--- src/rtl/argon_pkg.sv ---
// Shared definitions for the Argon memory access unit: load/store mask
// encodings, the access FSM state type and a mask normalisation helper.
package argon_pkg;

    localparam logic [2:0] RDMASK_NONE = 3'd0;
    localparam logic [2:0] RDMASK_B    = 3'd1;
    localparam logic [2:0] RDMASK_BU   = 3'd2;
    localparam logic [2:0] RDMASK_H    = 3'd3;
    localparam logic [2:0] RDMASK_HU   = 3'd4;
    localparam logic [2:0] RDMASK_W    = 3'd5;

    localparam logic [1:0] WRMASK_NONE = 2'd0;
    localparam logic [1:0] WRMASK_B    = 2'd1;
    localparam logic [1:0] WRMASK_H    = 2'd2;
    localparam logic [1:0] WRMASK_W    = 2'd3;

    typedef enum logic [2:0] {
        IDLE,
        ACCESS,
        WAIT,
        CAPTURE,
        RESP
    } mem_state_t;

    // Reserved load codes behave as "no load".
    function automatic logic [2:0] rd_mask_norm(input logic [2:0] i_mask);
        return (i_mask > RDMASK_W) ? RDMASK_NONE : i_mask;
    endfunction

endpackage

--- src/rtl/argon_mem_lane_fmt.sv ---
// Combinational lane formatting for the Argon memory unit: store byte-enable
// and lane replication, load lane extraction with sign/zero extension.
module argon_mem_lane_fmt
    import argon_pkg::*;
(
    input  logic [1:0]  i_st_addr_lo,
    input  logic [1:0]  i_wr_mask,
    input  logic [31:0] i_wr_data,
    output logic [3:0]  o_st_be,
    output logic [31:0] o_st_wdata,
    input  logic [1:0]  i_ld_addr_lo,
    input  logic [2:0]  i_rd_mask,
    input  logic [31:0] i_rdata,
    output logic [31:0] o_ld_data
);

    logic [7:0]  w_byte;
    logic [15:0] w_half;

    // Store: pick byte enables from the aligned offset, replicate data over all lanes
    always_comb begin
        o_st_be    = '0;
        o_st_wdata = '0;
        case (i_wr_mask)
            WRMASK_B: begin
                o_st_be    = 4'b0001 << i_st_addr_lo;
                o_st_wdata = {4{i_wr_data[7:0]}};
            end
            WRMASK_H: begin
                o_st_be    = i_st_addr_lo[1] ? 4'b1100 : 4'b0011;
                o_st_wdata = {2{i_wr_data[15:0]}};
            end
            WRMASK_W: begin
                o_st_be    = 4'b1111;
                o_st_wdata = i_wr_data;
            end
            default: ;
        endcase
    end

    // Load: select the addressed byte and half-word lanes
    always_comb begin
        w_byte = i_rdata[7:0];
        case (i_ld_addr_lo)
            2'd1:    w_byte = i_rdata[15:8];
            2'd2:    w_byte = i_rdata[23:16];
            2'd3:    w_byte = i_rdata[31:24];
            default: w_byte = i_rdata[7:0];
        endcase
        w_half = i_ld_addr_lo[1] ? i_rdata[31:16] : i_rdata[15:0];
    end

    // Load: extend the selected lane to 32 bits
    always_comb begin
        o_ld_data = '0;
        case (i_rd_mask)
            RDMASK_B:  o_ld_data = {{24{w_byte[7]}}, w_byte};
            RDMASK_BU: o_ld_data = {24'd0, w_byte};
            RDMASK_H:  o_ld_data = {{16{w_half[15]}}, w_half};
            RDMASK_HU: o_ld_data = {16'd0, w_half};
            RDMASK_W:  o_ld_data = i_rdata;
            default:   o_ld_data = '0;
        endcase
    end

endmodule

--- src/rtl/argon_mem_unit.sv ---
// Argon memory access unit: one outstanding load/store against a word-wide
// synchronous SRAM with byte enables and configurable read wait states.
// Optional feature macro: ARGON_MEM_MISALIGN_FAULT_EN (misaligned requests
// fault instead of being force-aligned).
module argon_mem_unit
    import argon_pkg::*;
#(
    parameter int unsigned ADDR_WIDTH  = 14,
    parameter int unsigned WAIT_STATES = 1
) (
    input  logic                  i_clk,
    input  logic                  i_reset_n,
    input  logic                  i_req_valid,
    output logic                  o_req_ready,
    input  logic [31:0]           i_addr,
    input  logic [31:0]           i_wr_data,
    input  logic [2:0]            i_rd_mask,
    input  logic [1:0]            i_wr_mask,
    output logic                  o_rsp_valid,
    output logic [31:0]           o_rd_data,
    output logic                  o_fault,
    output logic                  o_sram_en,
    output logic                  o_sram_we,
    output logic [3:0]            o_sram_be,
    output logic [ADDR_WIDTH-1:0] o_sram_addr,
    output logic [31:0]           o_sram_wdata,
    input  logic [31:0]           i_sram_rdata
);

    mem_state_t            r_state;
    logic [3:0]            r_wait_cnt;
    logic                  r_is_write;
    logic [1:0]            r_ld_lo;
    logic [2:0]            r_rd_mask;
    logic [31:0]           r_rd_data;
    logic                  r_rsp_valid;
    logic                  r_sram_en;
    logic                  r_sram_we;
    logic [3:0]            r_sram_be;
    logic [ADDR_WIDTH-1:0] r_sram_addr;
    logic [31:0]           r_sram_wdata;

    logic [2:0]  w_rd_mask;
    logic        w_do_write;
    logic        w_do_read;
    logic        w_is_half;
    logic        w_is_word;
    logic [1:0]  w_addr_lo;
    logic [3:0]  w_st_be;
    logic [31:0] w_st_wdata;
    logic [31:0] w_ld_data;
    logic        w_unused_addr;

    // Address bits above the SRAM range wrap and are intentionally dropped.
    assign w_unused_addr = &{1'b0, i_addr[31:ADDR_WIDTH+2]};

    // A store takes priority; the load half of a combined request is ignored.
    assign w_rd_mask  = rd_mask_norm(i_rd_mask);
    assign w_do_write = (i_wr_mask != WRMASK_NONE);
    assign w_do_read  = !w_do_write && (w_rd_mask != RDMASK_NONE);
    assign w_is_half  = w_do_write ? (i_wr_mask == WRMASK_H)
                                   : (w_rd_mask == RDMASK_H || w_rd_mask == RDMASK_HU);
    assign w_is_word  = w_do_write ? (i_wr_mask == WRMASK_W) : (w_rd_mask == RDMASK_W);
    assign w_addr_lo  = w_is_word ? 2'b00 : (w_is_half ? {i_addr[1], 1'b0} : i_addr[1:0]);

`ifdef ARGON_MEM_MISALIGN_FAULT_EN
    logic w_misalign;
    logic r_fault;
    assign w_misalign = (w_is_half & i_addr[0]) | (w_is_word & (i_addr[1:0] != 2'b00));
    assign o_fault    = r_fault;
`else
    assign o_fault    = 1'b0;
`endif

    argon_mem_lane_fmt u_lane_fmt (
        .i_st_addr_lo (w_addr_lo),
        .i_wr_mask    (i_wr_mask),
        .i_wr_data    (i_wr_data),
        .o_st_be      (w_st_be),
        .o_st_wdata   (w_st_wdata),
        .i_ld_addr_lo (r_ld_lo),
        .i_rd_mask    (r_rd_mask),
        .i_rdata      (i_sram_rdata),
        .o_ld_data    (w_ld_data)
    );

    assign o_req_ready  = (r_state == IDLE);
    assign o_rsp_valid  = r_rsp_valid;
    assign o_rd_data    = r_rd_data;
    assign o_sram_en    = r_sram_en;
    assign o_sram_we    = r_sram_we;
    assign o_sram_be    = r_sram_be;
    assign o_sram_addr  = r_sram_addr;
    assign o_sram_wdata = r_sram_wdata;

    // Access FSM: accept, single SRAM strobe, wait-state count, capture, respond
    always_ff @(posedge i_clk or negedge i_reset_n) begin
        if (!i_reset_n) begin
            r_state      <= IDLE;
            r_wait_cnt   <= '0;
            r_is_write   <= 1'b0;
            r_ld_lo      <= '0;
            r_rd_mask    <= RDMASK_NONE;
            r_rd_data    <= '0;
            r_rsp_valid  <= 1'b0;
            r_sram_en    <= 1'b0;
            r_sram_we    <= 1'b0;
            r_sram_be    <= '0;
            r_sram_addr  <= '0;
            r_sram_wdata <= '0;
`ifdef ARGON_MEM_MISALIGN_FAULT_EN
            r_fault      <= 1'b0;
`endif
        end else begin
            r_sram_en   <= 1'b0;
            r_sram_we   <= 1'b0;
            r_rsp_valid <= 1'b0;
`ifdef ARGON_MEM_MISALIGN_FAULT_EN
            r_fault     <= 1'b0;
`endif
            case (r_state)
                IDLE: begin
                    if (i_req_valid) begin
                        r_ld_lo   <= w_addr_lo;
                        r_rd_mask <= w_rd_mask;
`ifdef ARGON_MEM_MISALIGN_FAULT_EN
                        if (w_misalign) begin
                            r_state     <= RESP;
                            r_rsp_valid <= 1'b1;
                            r_fault     <= 1'b1;
                        end else
`endif
                        if (w_do_write || w_do_read) begin
                            r_state      <= ACCESS;
                            r_is_write   <= w_do_write;
                            r_sram_en    <= 1'b1;
                            r_sram_we    <= w_do_write;
                            r_sram_be    <= w_do_write ? w_st_be : 4'b1111;
                            r_sram_addr  <= i_addr[ADDR_WIDTH+1:2];
                            r_sram_wdata <= w_do_write ? w_st_wdata : '0;
                        end else begin
                            r_state     <= RESP;
                            r_rsp_valid <= 1'b1;
                        end
                    end
                end
                ACCESS: begin
                    if (r_is_write) begin
                        r_state     <= RESP;
                        r_rsp_valid <= 1'b1;
                    end else if (WAIT_STATES == 0) begin
                        r_state <= CAPTURE;
                    end else begin
                        r_state    <= WAIT;
                        r_wait_cnt <= 4'(WAIT_STATES - 1);
                    end
                end
                WAIT: begin
                    if (r_wait_cnt == 4'd0) begin
                        r_state <= CAPTURE;
                    end else begin
                        r_wait_cnt <= r_wait_cnt - 4'd1;
                    end
                end
                CAPTURE: begin
                    r_rd_data   <= w_ld_data;
                    r_state     <= RESP;
                    r_rsp_valid <= 1'b1;
                end
                RESP: begin
                    r_state <= IDLE;
                end
                default: begin
                    r_state <= IDLE;
                end
            endcase
        end
    end

endmodule
--- config.mk ---
export PLATFORM = sky130hd
export DESIGN_NAME = argon_mem_unit
export DESIGN_NICKNAME = d
export VERILOG_FILES = /design/src/rtl/argon_pkg.sv /design/src/rtl/argon_mem_lane_fmt.sv /design/src/rtl/argon_mem_unit.sv
export SDC_FILE = /design/constraint.sdc
export NUM_CORES = 1
export LEC_CHECK = 0
export CORE_MARGIN = 5
export CORE_UTILIZATION = 45
export CTS_BUF_LIST = sky130_fd_sc_hd__clkbuf_4 sky130_fd_sc_hd__clkbuf_8
export CTS_CLUSTER_SIZE = 28
export DETAILED_ROUTE_END_ITERATION = 10
export PLACE_DENSITY = 0.81
export SYNTH_ARGS = -nofsm -noshare
export SYNTH_HDL_FRONTEND = slang
export SYNTH_HIERARCHICAL = 1
export SYNTH_SLANG_ARGS = --single-unit
export TNS_END_PERCENT = 20
--- constraint.sdc ---
create_clock -name i_clk -period 2.2 [get_ports i_clk]
set_input_delay 0.33 -clock i_clk [delete_from_list [all_inputs] [get_ports i_clk]]
set_output_delay 0.33 -clock i_clk [all_outputs]
set_load 0.005 [all_outputs]
# Yosys cells after proc, flatten, opt, wreduce, memory -nomap -nowiden
# Index checks and enable logic that the tools add are counted.
[word_totals]
regBits = 98
out_inout_bits = 87
wordCells = 80
[op_classes]
addsub = 1
magnitude_cmp = 1
n_eq_ne = 21
n_shift = 1
muxes = 31
n_reduce_logical = 13
[ops]
columns = ["op", "n"]
rows = [
  ["$pmux 32 s5", 1],
  ["$pmux 32 s3", 1],
  ["$mux 32", 1],
  ["$pmux 8 s3", 1],
  ["$mux 16", 1],
  ["$mux 4", 4],
  ["$eq 3x2->1 const B", 5],
  ["$mux 3", 5],
  ["$eq 3x3->1 const B", 4],
  ["$mux 1", 12],
  ["$pmux 3 s4", 1],
  ["$pmux 4 s3", 1],
  ["$eq 2x2->1 const B", 4],
  ["$ne 2x2->1 const B", 4],
  ["$pmux 4 s2", 1],
  ["$eq 3x1->1 const B", 2],
  ["$reduce_and 3->1", 2],
  ["$eq 2x1->1 const B", 2],
  ["$logic_not 4->1", 1],
  ["$reduce_and 2->1", 2],
  ["$reduce_bool 2->1", 2],
  ["$shl 1x2->4 const A", 1],
  ["$sub 4x1->4 const B", 1],
  ["$gt 3x3->1 const B", 1],
  ["other kinds (7)", 8],
]

# Logic depth before layout (Yosys ltp)
# Gate-level depths: netlist (run 1).
[depth]
word_depth = 10
mapped_depth = 8

# Hierarchy
# The synthesis (run 1) kept the hierarchy.
[by_module_without_submodules]
columns = ["module", "instances", "cells_each", "area_per_inst_um2", "seq_area_each_um2"]
rows = [
  ["argon_mem_unit", 1, 252, 3737.3, 2452.4],
  ["argon_mem_lane_fmt", 1, 233, 1476.4, 0.0],
]

# Worst setup path before layout (run 1)
# No wires, ideal clock.
[synth_path]
path_kind = "register to register"
start = "register r_rd_mask[1]"
end = "register r_rd_data[2] (netlist: o_rd_data[2])"
setup_ns = 0.125
arrival_ns = 1.543
required_time_ns = 2.075
path_slack_ns = 0.533
stages_incl_launch_ff = 6
path_buffers = 1
synth_period_minus_slack_ns = 1.667
cell_sequence = "dfrtp_1 -> buf_6 -> maj3_1 -> o21ai_1 -> o221ai_1 -> mux2_2"
[synth_via]
elab_chain_len = 2
[synth_rtl]
columns = ["item", "line_no", "rtl"]
rows = [
  ["start, declared", "argon_mem_unit.sv:34", "logic [2:0] r_rd_mask;"],
  ["start signal, assigned", "argon_mem_unit.sv:125", "r_rd_mask <= w_rd_mask;"],
  ["$eq 3x3->1 (tied with other cells)", "argon_mem_lane_fmt.sv:56", "case (i_rd_mask)"],
  ["$pmux 32 s5 *", "argon_mem_lane_fmt.sv:56", ""],
  ["net w_ld_data[2]", "argon_mem_unit.sv:51", "logic [31:0] w_ld_data;"],
  ["end signal, assigned", "argon_mem_unit.sv:166", "r_rd_data <= w_ld_data;"],
  ["end, declared", "argon_mem_unit.sv:35", "logic [31:0] r_rd_data;"],
]
# The timed path passes the listed nets; every way through them passes the cells marked *.
# A chain may end at the register's enable or synchronous reset.

# Final worst setup path (run 1)
[layout_path]
start = "register r_rd_mask[1]"
end = "register r_rd_data[31] (netlist: o_rd_data[31])"
# The elaborated chain is that of the path after synthesis.

==> metrics.md, run 1 <==
| Metric | Value |
|---|---|
| Top Usage Layer GRT | met2 |
| Post-route core utilization | 64.5% |
| Die area | 0.0138 mm^2 |
| Vias per cell | 5.75 |
| Period minus WS final | 2.00 ns |
| Count leader, synth | dfrtp_1 |
| Worst Path Arrival | 2.32 ns |
| Root Buffer | clkbuf_8 |
| Sw frac | 34.5% |
| Internal | 0.00575 W |
| Final Cycle Share | 91.0% |
| TritonCTS Buffers | 9 |
| Total Routing Usage GR | 22.2% |
| Cells resized by post-CTS repair | 0 |
| Total power | 0.00877 W |
| Met3 usage | 9.71% |
| Final setup margin | 0.198 ns |
| Antenna cells | 0 |
| Top FF cell, synth | dfrtp_1 |
| Gp weighted congestion | 0.887 |
| CP endpoint kind | flop |
| Fmax | 500 MHz |
| Post-synthesis sequential area ratio | 47.0% |
| First-pass GRT wire length | 25200 um |
| Switching power of the nets | 0.00303 W |
| Area Overhead vs Synth | 40.6% |
| Commonest cells in the synthesized netlist | dfrtp_1, mux2_2, a21oi_1 |
| Async S/R FF share, synth | 100% |
| Die width | 118 um |
| VDD IR-drop max | 0.659 mV |
| Layout cell share with drive strength beyond 1 | 15.1% |
| Largest area contributor in the netlist | dfrtp_1 |
| Bufs on Longest Clock Path | 2 |
| Yosys Warn Count | 6 |
| CTS tree | done |
| Mapped Cells | 485 |
| Largest net degree at the start of global routing | 47 |
| Post-synth EDFFs | 0 |
| Lkg Pwr | 3.16 nW |
| IO Port Bufs | 173 |
| Layout net count | 764 |
| Required @ worst endpoint | 2.52 ns |
| Number of global-route vias before repair | 4734 |
| Netlist cell types | 52 |
| Unrepaired setup endpoints after global routing | false |
| DRC | 0 |
| Initial antenna violation count | 0 |
| IO Pins | 191 |
| Cells on worst reg2reg path | 5 |
| Drt wl/cell | 19.5 um |
| Met2 GRT Util | 32.9% |
| Reported max-cap violation count | 0 |
| DRT Pass-1 Iters | 5 |
| Vias | 4636 |
| Max-slew violation count | 0 |
| Slowest cell on the critical path | o22ai_4 |
| Core footprint | 0.0114 mm^2 |
| DP HPWL | 11500 um |
| WHS | 0.495 ns |
| Syn nets | 591 |
| Worst skew pair latency | 0.38 ns |
| Final WL | 15700 um |
| Syn Area/Cell | 10.8 um^2 |
| Worst path max stage delay | 0.53 ns |
| Die Y | 118 um |
| Finished Cell Area | 0.00733 mm^2 |
| Starting density of the core | 45.9% |
| Setup Viol. Count Final | 0 |
| Antenna-violating nets left | 0 |
| CP Class | reg -> reg |
| Pre-CTS setup slack | -0.0179 ns |
| Top cells by area, synth | dfrtp_1, mux2_2, mux2i_1 |
| Least-Margin Pin Slew | 0.728 ns |
| Worst Path Max Fanout | 24 |
| Met1 Use GR | 28.8% |
| Grt total ovfl | 0 |
| Critical path launch point type | flop |
| Final Hold Viols | 0 |
| Row count | 39 |
| Filler Cells Inserted | 917 |
| Drt initial violations | 390 |
| CTS H-Tree Depth | 3 |
| Flops & latches, synth | 98 |
| Area of the mapped netlist | 0.00521 mm^2 |
| Part of the power in registers | 34.7% |
| CTS clk-pin slew, worst paths | 0.10 ns |
| Post-DP Area | 0.00709 mm^2 |
| Hold/Removal Path Class | in -> async |
| Outcome | finished clean |
| Power Dens Cells | 1200 mW/mm^2 |
| Cells along the critical path | or3b_4 > o22ai_4 > a21oi_1 > o21ai_1 > mux2_2 |
| Max_slew headroom | 51.3% |
| Clk_skew | 0.0106 ns |
| Clk network pwr share | 15.0% |
| Post-synth top area share | 47.0% |
| CTS sink cnt | 98 |
| Gate power share | 50.3% |
## routing by layer
metal,wire length [um],up-vias
li1,-,2117
met1,6590,2234
met2,6870,253
met3,1810,32
met4,414,0
met5,0,-
## layout make-up
type	count	area [um^2]	area share (%)
inverters	12	52.6	0.717
flip-flops and latches	98	2450	33.5
well taps	143	179	2.44
clock buffers	10	138	1.88
repair buffers	198	1930	26.3
clock inverters	6	88.8	1.21
multi-input cells	339	2490	34.0
## power groups by stage
stage,Sequential [W],Clock [W],Combinational [W]
global route,0.00313,0.00141,0.00479
global placement,0.00303,0,0.00431
floorplan,0.00302,0,0.00232
CTS,0.00304,0.00135,0.00443
finish,0.00304,0.00132,0.00441
detailed placement,0.00306,0,0.00441
## flip-flops by register name, indices dropped and copies added, names as in the netlist
name,flops
o_rd_data,32
o_rsp_valid,1
o_sram_addr,14
o_sram_be,4
o_sram_en,1
o_sram_wdata,32
o_sram_we,1
r_is_write,1
r_ld_lo,2
r_rd_mask,3
r_state,3
r_wait_cnt,4
## cell families after synthesis
| family | after synthesis | synth area share (%) |
|---|---|---|
| adders and majority gates | 3 | 0.672 |
| muxes | 84 | 17.3 |
| and+or+nand+nor | 86 | 8.83 |
| other | 1 | 0.0719 |
| AOI/OAI and AO/OA | 164 | 20.8 |
| DFF | 98 | 47.0 |
| buffers and inverters | 48 | 5.18 |
| xor gates and xnor gates | 1 | 0.168 |
## final timing paths
path / startpoint / to / slack [ns]
min in group i_clk: o_sram_be[0] / o_sram_be[0] / 0.50
hold / removal: i_reset_n / o_rd_data[3] / 0.50
max in group asynchronous: i_reset_n / o_rd_data[17] / 0.99
setup / recovery: r_rd_mask[1] / o_rd_data[31] / 0.20
setup reg to reg: r_rd_mask[1] / o_rd_data[31] / 0.20
hold reg to reg: o_sram_be[0] / o_sram_be[0] / 0.50
## worst max-delay path, delay by kind of cell, from the launching register on
family          cells  cell delay (ns)
simple gates        1             0.42
compound gates      3             0.84
mux                 1             0.18
flops               1             0.50
## timing repair
item,4_1_cts,5_1_grt
hold buffers,1,0
hold endpoints to repair,44,0
buffers inserted,0,0
## through the flow
| stage | TNS (ns) | std cells |
|---|---|---|
| final | 0 | 806 |
| after global routing | 0 | 806 |
| after CTS | 0 | 806 |
| after detailed placement | -0.0179 | 789 |
| after global placement | 0 | 789 |
| after floorplan | 0 | 485 |
## cells in the final DEF, fill, tap and decap left out, drive strengths merged, types with 3 or more instances in the layout
master         count
clkdlybuf4s50    171
dfrtp             98
o21ai             53
mux2              48
a21oi             42
a22o              40
mux2i             36
nand2             30
buf               26
nor2b             20
inv               13
nor2              12
clkbuf            10
o2bb2ai            7
o221ai             7
nand3              5
nand2b             4
o22a               4
o22ai              3
Note: power is estimated with default switching activity, not from simulation.
==> run 2, diff against run 1 <==
- CAP_MARGIN: unset -> 20
==> results of run 2 <==
Same layout as run 1: the final DEF is identical, and so are final timing and power.
==> run 3, diff against run 2 <==
- TNS_END_PERCENT: 20 -> unset
==> results of run 3 <==
Same layout as run 1: the final DEF is identical, and so are final timing and power.
==> variant 1: new RTL, config.mk and constraints of run 1 <==
Add a define of `ARGON_MEM_MISALIGN_FAULT_EN`.
--- a/src/rtl/argon_mem_unit.sv
+++ b/src/rtl/argon_mem_unit.sv
@@ -2,6 +2,8 @@
 // synchronous SRAM with byte enables and configurable read wait states.
 // Optional feature macro: ARGON_MEM_MISALIGN_FAULT_EN (misaligned requests
 // fault instead of being force-aligned).
+`define ARGON_MEM_MISALIGN_FAULT_EN
+
 module argon_mem_unit
     import argon_pkg::*;
 #(
Check against the original RTL: not equivalent (a bounded check fails within 4 cycles, from zero or initial values and one cycle with i_reset_n low).
==> variant 1 against run 1 <==
Die area grew 1.1%. Clock skew grew 0.56 ps. Wire length increased by 2.4%. Sequential cell count up 1. Global-route usage increased by 0.068 points. Worst setup slack worse by 71 ps. Area after synthesis increased by 1.2%. Final area increased by 2.8%. Total power up 2.2%. Largest cell class unchanged.
==> variant 1: results <==
{
  "grt_pass1_wl_um": 25600,
  "setup_slack_ps": 127,
  "synth_cell_type_count": 49,
  "finalNetCount": 786,
  "met2_usage_pct": 35.5,
  "grtUsageMet3_pct": 8.17,
  "wl_per_cell_um": 19.4,
  "synth_top_cells_by_count": "dfrtp_1, a21oi_1, a22o_1",
  "cpMaxStageDelayCell": "mux2i_1",
  "place_congestion": 0.896,
  "grt_max_degree": 43,
  "grt_use_met1_pct": 27.7,
  "grtUsageTotal_pct": 22.2,
  "portBuffers": 174,
  "grt_pass1_vias": 4952,
  "tightest_slew_ps": 728,
  "viasPerCell": 5.85,
  "post-place-ws_ps": -199,
  "synth_area_per_cell_um2": 10.6,
  "drt_iter0_markers": 409,
  "leakage_nw": 3.29,
  "drive_gt1_share_pct": 14.2,
  "critPathMaxFanout": 12,
  "hpwl_um": 11500,
  "holdWs_ps": 420,
  "status": "completed",
  "synthTopCellsByArea": "dfrtp_1, mux2_2, a22o_1",
  "ys_seq_area_share_pct": 47.0,
  "placed_cell_area_mm2": 0.00728,
  "synth_top_area_share_pct": 47.0,
  "postRouteWirelength_um": 16100,
  "critical-path-top-delay-family": "multiplexers",
  "finalClockSkew_ps": 11.2,
  "arrival_ps": 2340
}
variant 1: report_power, final:
part	internal (mW)	total, mW	switching (mW)
sequential	2.58	3.08	0.493
combinational	2.60	4.54	1.95
clock	0.689	1.35	0.660
total	5.87	8.97	3.10
variant 1: path summary, 6_finish.rpt:
| kind | to | cells past startpoint | startpoint |
|---|---|---|---|
| worst max register to register | o_rd_data[30] | 5 | r_ld_lo[0] |
| min in group i_clk | o_fault | 3 | i_wr_mask[1] |
| worst min register to register | o_sram_addr[4] | 1 | o_sram_addr[4] |
| worst min-delay path | o_rd_data[10] | 2 | i_reset_n |
| max in group asynchronous | o_sram_addr[9] | 3 | i_reset_n |
| worst max-delay path | o_rd_data[30] | 5 | r_ld_lo[0] |
variant 1: cell type report:
type / count / area (um^2) / area share [%]
multi-input cells: 346 / 2560 / 34.0
flip-flops and latches: 99 / 2480 / 32.9
repair buffers: 207 / 2020 / 26.8
well taps: 143 / 179 / 2.38
clock buffers: 11 / 145 / 1.93
clock inverters: 5 / 83.8 / 1.11
inverters: 17 / 63.8 / 0.847
variant 1: routing by layer:
metal / part of all wire (%) / vias to the layer above
met2: 48 / 266
met5: 0 / -
met1: 40 / 2340
li1: - / 2189
met3: 9.5 / 46
met4: 3.0 / 0
variant 1: cell families (layout without fill, tap and decap cells):
kind of cell / after synthesis / after routing / synth area share (%)
simple gates: 91 / 91 / 9.08
xor+xnor: 3 / 3 / 0.498
compound gates: 164 / 165 / 20.7
flops: 99 / 99 / 47.0
mux: 84 / 84 / 17.1
buf+inv: 55 / 240 / 5.00
fa+ha+maj: 3 / 3 / 0.664
variant 1: timing repair:
item | in CTS | in global routing
endpoints found under the setup margin | 0 | 1
hold endpoints to repair | 25 | 0
resized for setup | 0 | 0
hold buffers | 1 | 0
buffers inserted | 0 | 0
==> variant 2: new RTL, config.mk and constraints of run 1 <==
Without the edit above. Re-encode `mem_state_t` (5 states) as one-hot, 5 bits wide.
--- a/src/rtl/argon_pkg.sv
+++ b/src/rtl/argon_pkg.sv
@@ -14,12 +14,12 @@
     localparam logic [1:0] WRMASK_H    = 2'd2;
     localparam logic [1:0] WRMASK_W    = 2'd3;
 
-    typedef enum logic [2:0] {
-        IDLE,
-        ACCESS,
-        WAIT,
-        CAPTURE,
-        RESP
+    typedef enum logic [4:0] {
+        IDLE    = 5'b00001,
+        ACCESS  = 5'b00010,
+        WAIT    = 5'b00100,
+        CAPTURE = 5'b01000,
+        RESP    = 5'b10000
     } mem_state_t;
 
     // Reserved load codes behave as "no load".
Behaviour: same outputs for any inputs over 4 cycles, from zero or initial values and one cycle with i_reset_n low; so few cycles prove little.
==> variant 2 against run 1 <==
Worst setup slack got worse by 67 ps. Total power rose by 4.0%. First-iteration DRC count fell by 5.9%. Wire length rose by 0.26%. Die area rose by 2.9%. Final area rose by 1.8%. Clock power fell by 8%. Area after synthesis rose by 3.1%. Sequential cell count rose by 2. Count of clock-buffer cells in the layout fell by 1. Largest cell class unchanged. Critical path type unchanged. Worst hold slack got worse by 51 ps.
==> variant 2: results <==
{
  "status": "completed",
  "synth_nets": 602,
  "antenna-diode-count": 0,
  "ys_seq_area_share_pct": 46.6,
  "grt_pass1_wl_um": 25300,
  "grt_max_degree": 52,
  "fin_cells": 818,
  "yosysWarnings": 6,
  "synth_cell_type_count": 59,
  "finalClockSkew_ps": 9.98,
  "route.antenna.remaining_nets": 0,
  "synth_top_area_share_pct": 46.1,
  "viasPerCell": 5.72,
  "portBuffers": 173,
  "firstDrtPassIters": 5,
  "tightest_slew_ps": 727,
  "clock_latency_ps": 380,
  "drt_iter0_markers": 367,
  "synth_area_per_cell_um2": 10.8,
  "finalNetCount": 772,
  "synth_top_cells_by_count": "dfrtp_1, a22o_1, mux2_2",
  "h-tree-depth": 3,
  "clkTransAtPathRegs_ps": 100,
  "grtUsageTotal_pct": 22.1,
  "synthTopCellsByArea": "dfrtp_1, mux2_2, a22o_1",
  "cts_inserted_buffers": 9,
  "async_flop_share_pct": 100,
  "antenna_found_initial": 0,
  "drive_gt1_share_pct": 14.3,
  "hp-class": "in2async",
  "grt_pass1_vias": 4966,
  "dpl.cell_count": 798,
  "synth_flop_cell": "dfrtp_1",
  "peakVddDrop_mv": 0.750,
  "postRouteWirelength_um": 15700,
  "root_buffer": "clkbuf_8",
  "post-place-ws_ps": -16.3,
  "place_congestion": 0.872,
  "arrival_ps": 2340,
  "hpwl_um": 11500,
  "leakage_nw": 3.10,
  "cts_max_path_buffers": 2,
  "critPathMaxFanout": 28
}
variant 2: layout make-up:
type	count	area, um^2
fill	977	4400
timing repair buffer	196	1930
clock inverter	7	82.6
multi-input combinational	347	2580
tap	147	184
clock buffer	9	124
inverter	12	55.1
sequential	100	2510
variant 2: routing by layer:
| metal | vias to the layer above | wire (um) | GRT usage, % |
|---|---|---|---|
| met3 | 29 | 1590 | 7.88 |
| li1 | 2156 | - | - |
| met2 | 221 | 7100 | 34.8 |
| met4 | 0 | 474 | 10.3 |
| met1 | 2270 | 6560 | 27.3 |
| met5 | - | 0 | 0 |
variant 2: where the power goes:
group | switching [mW] | internal [mW]
logic | 2.01 | 2.71
clock network | 0.676 | 0.544
registers | 0.536 | 2.64
total | 3.23 | 5.90
variant 2: cells by family (layout without fill, tap and decap cells):
family	after synthesis	in the layout	share of synthesized area, %
compound gates	167	167	20.5
mux	83	83	16.6
simple gates	90	90	9.57
other cells	1	1	0.0697
xor+xnor	3	3	0.489
fa+ha+maj	3	3	0.652
buf+inv	49	224	5.54
flops	100	100	46.6
variant 2: repair_timing:
item | in CTS | in global routing
gates resized for setup | 4 | 1
buffers inserted | 2 | 1
hold buffers | 1 | 0
hold endpoints to repair | 31 | 0
setup endpoints to repair | 1 | 1
pin swaps | 0 | 1
variant 2: per-stage QoR:
| step | util (%) | hold slack [ps] | cell area [um^2] |
|---|---|---|---|
| after global placement | 60.8 | 307 | 7210 |
| after global routing | 62.9 | 457 | 7460 |
| final | 62.9 | 444 | 7460 |
| after CTS | 62.8 | 429 | 7450 |
| after detailed placement | 60.8 | 313 | 7210 |
| after floorplan | - | 34.4 | 5380 |
variant 2: path summary, 6_finish.rpt:
check | to | cells after the start | startpoint | slack [ps]
worst max-delay path | o_rd_data[31] | 5 | r_ld_lo[1] | 130
worst min-delay path | o_rd_data[6] | 2 | i_reset_n | 440
worst max register to register | o_rd_data[31] | 5 | r_ld_lo[1] | 130
worst min register to register | o_sram_addr[9] | 1 | o_sram_addr[9] | 500
max in group asynchronous | o_sram_addr[1] | 3 | i_reset_n | 1120
min in group i_clk | o_sram_addr[9] | 1 | o_sram_addr[9] | 500
variant 2: critical path, stage by stage, from the launching register on:
cell and delay [ps]:
dfrtp_1 470, buf_12 230, mux2i_1 260, or3_1 470, o21ai_1 230, mux2_2 310
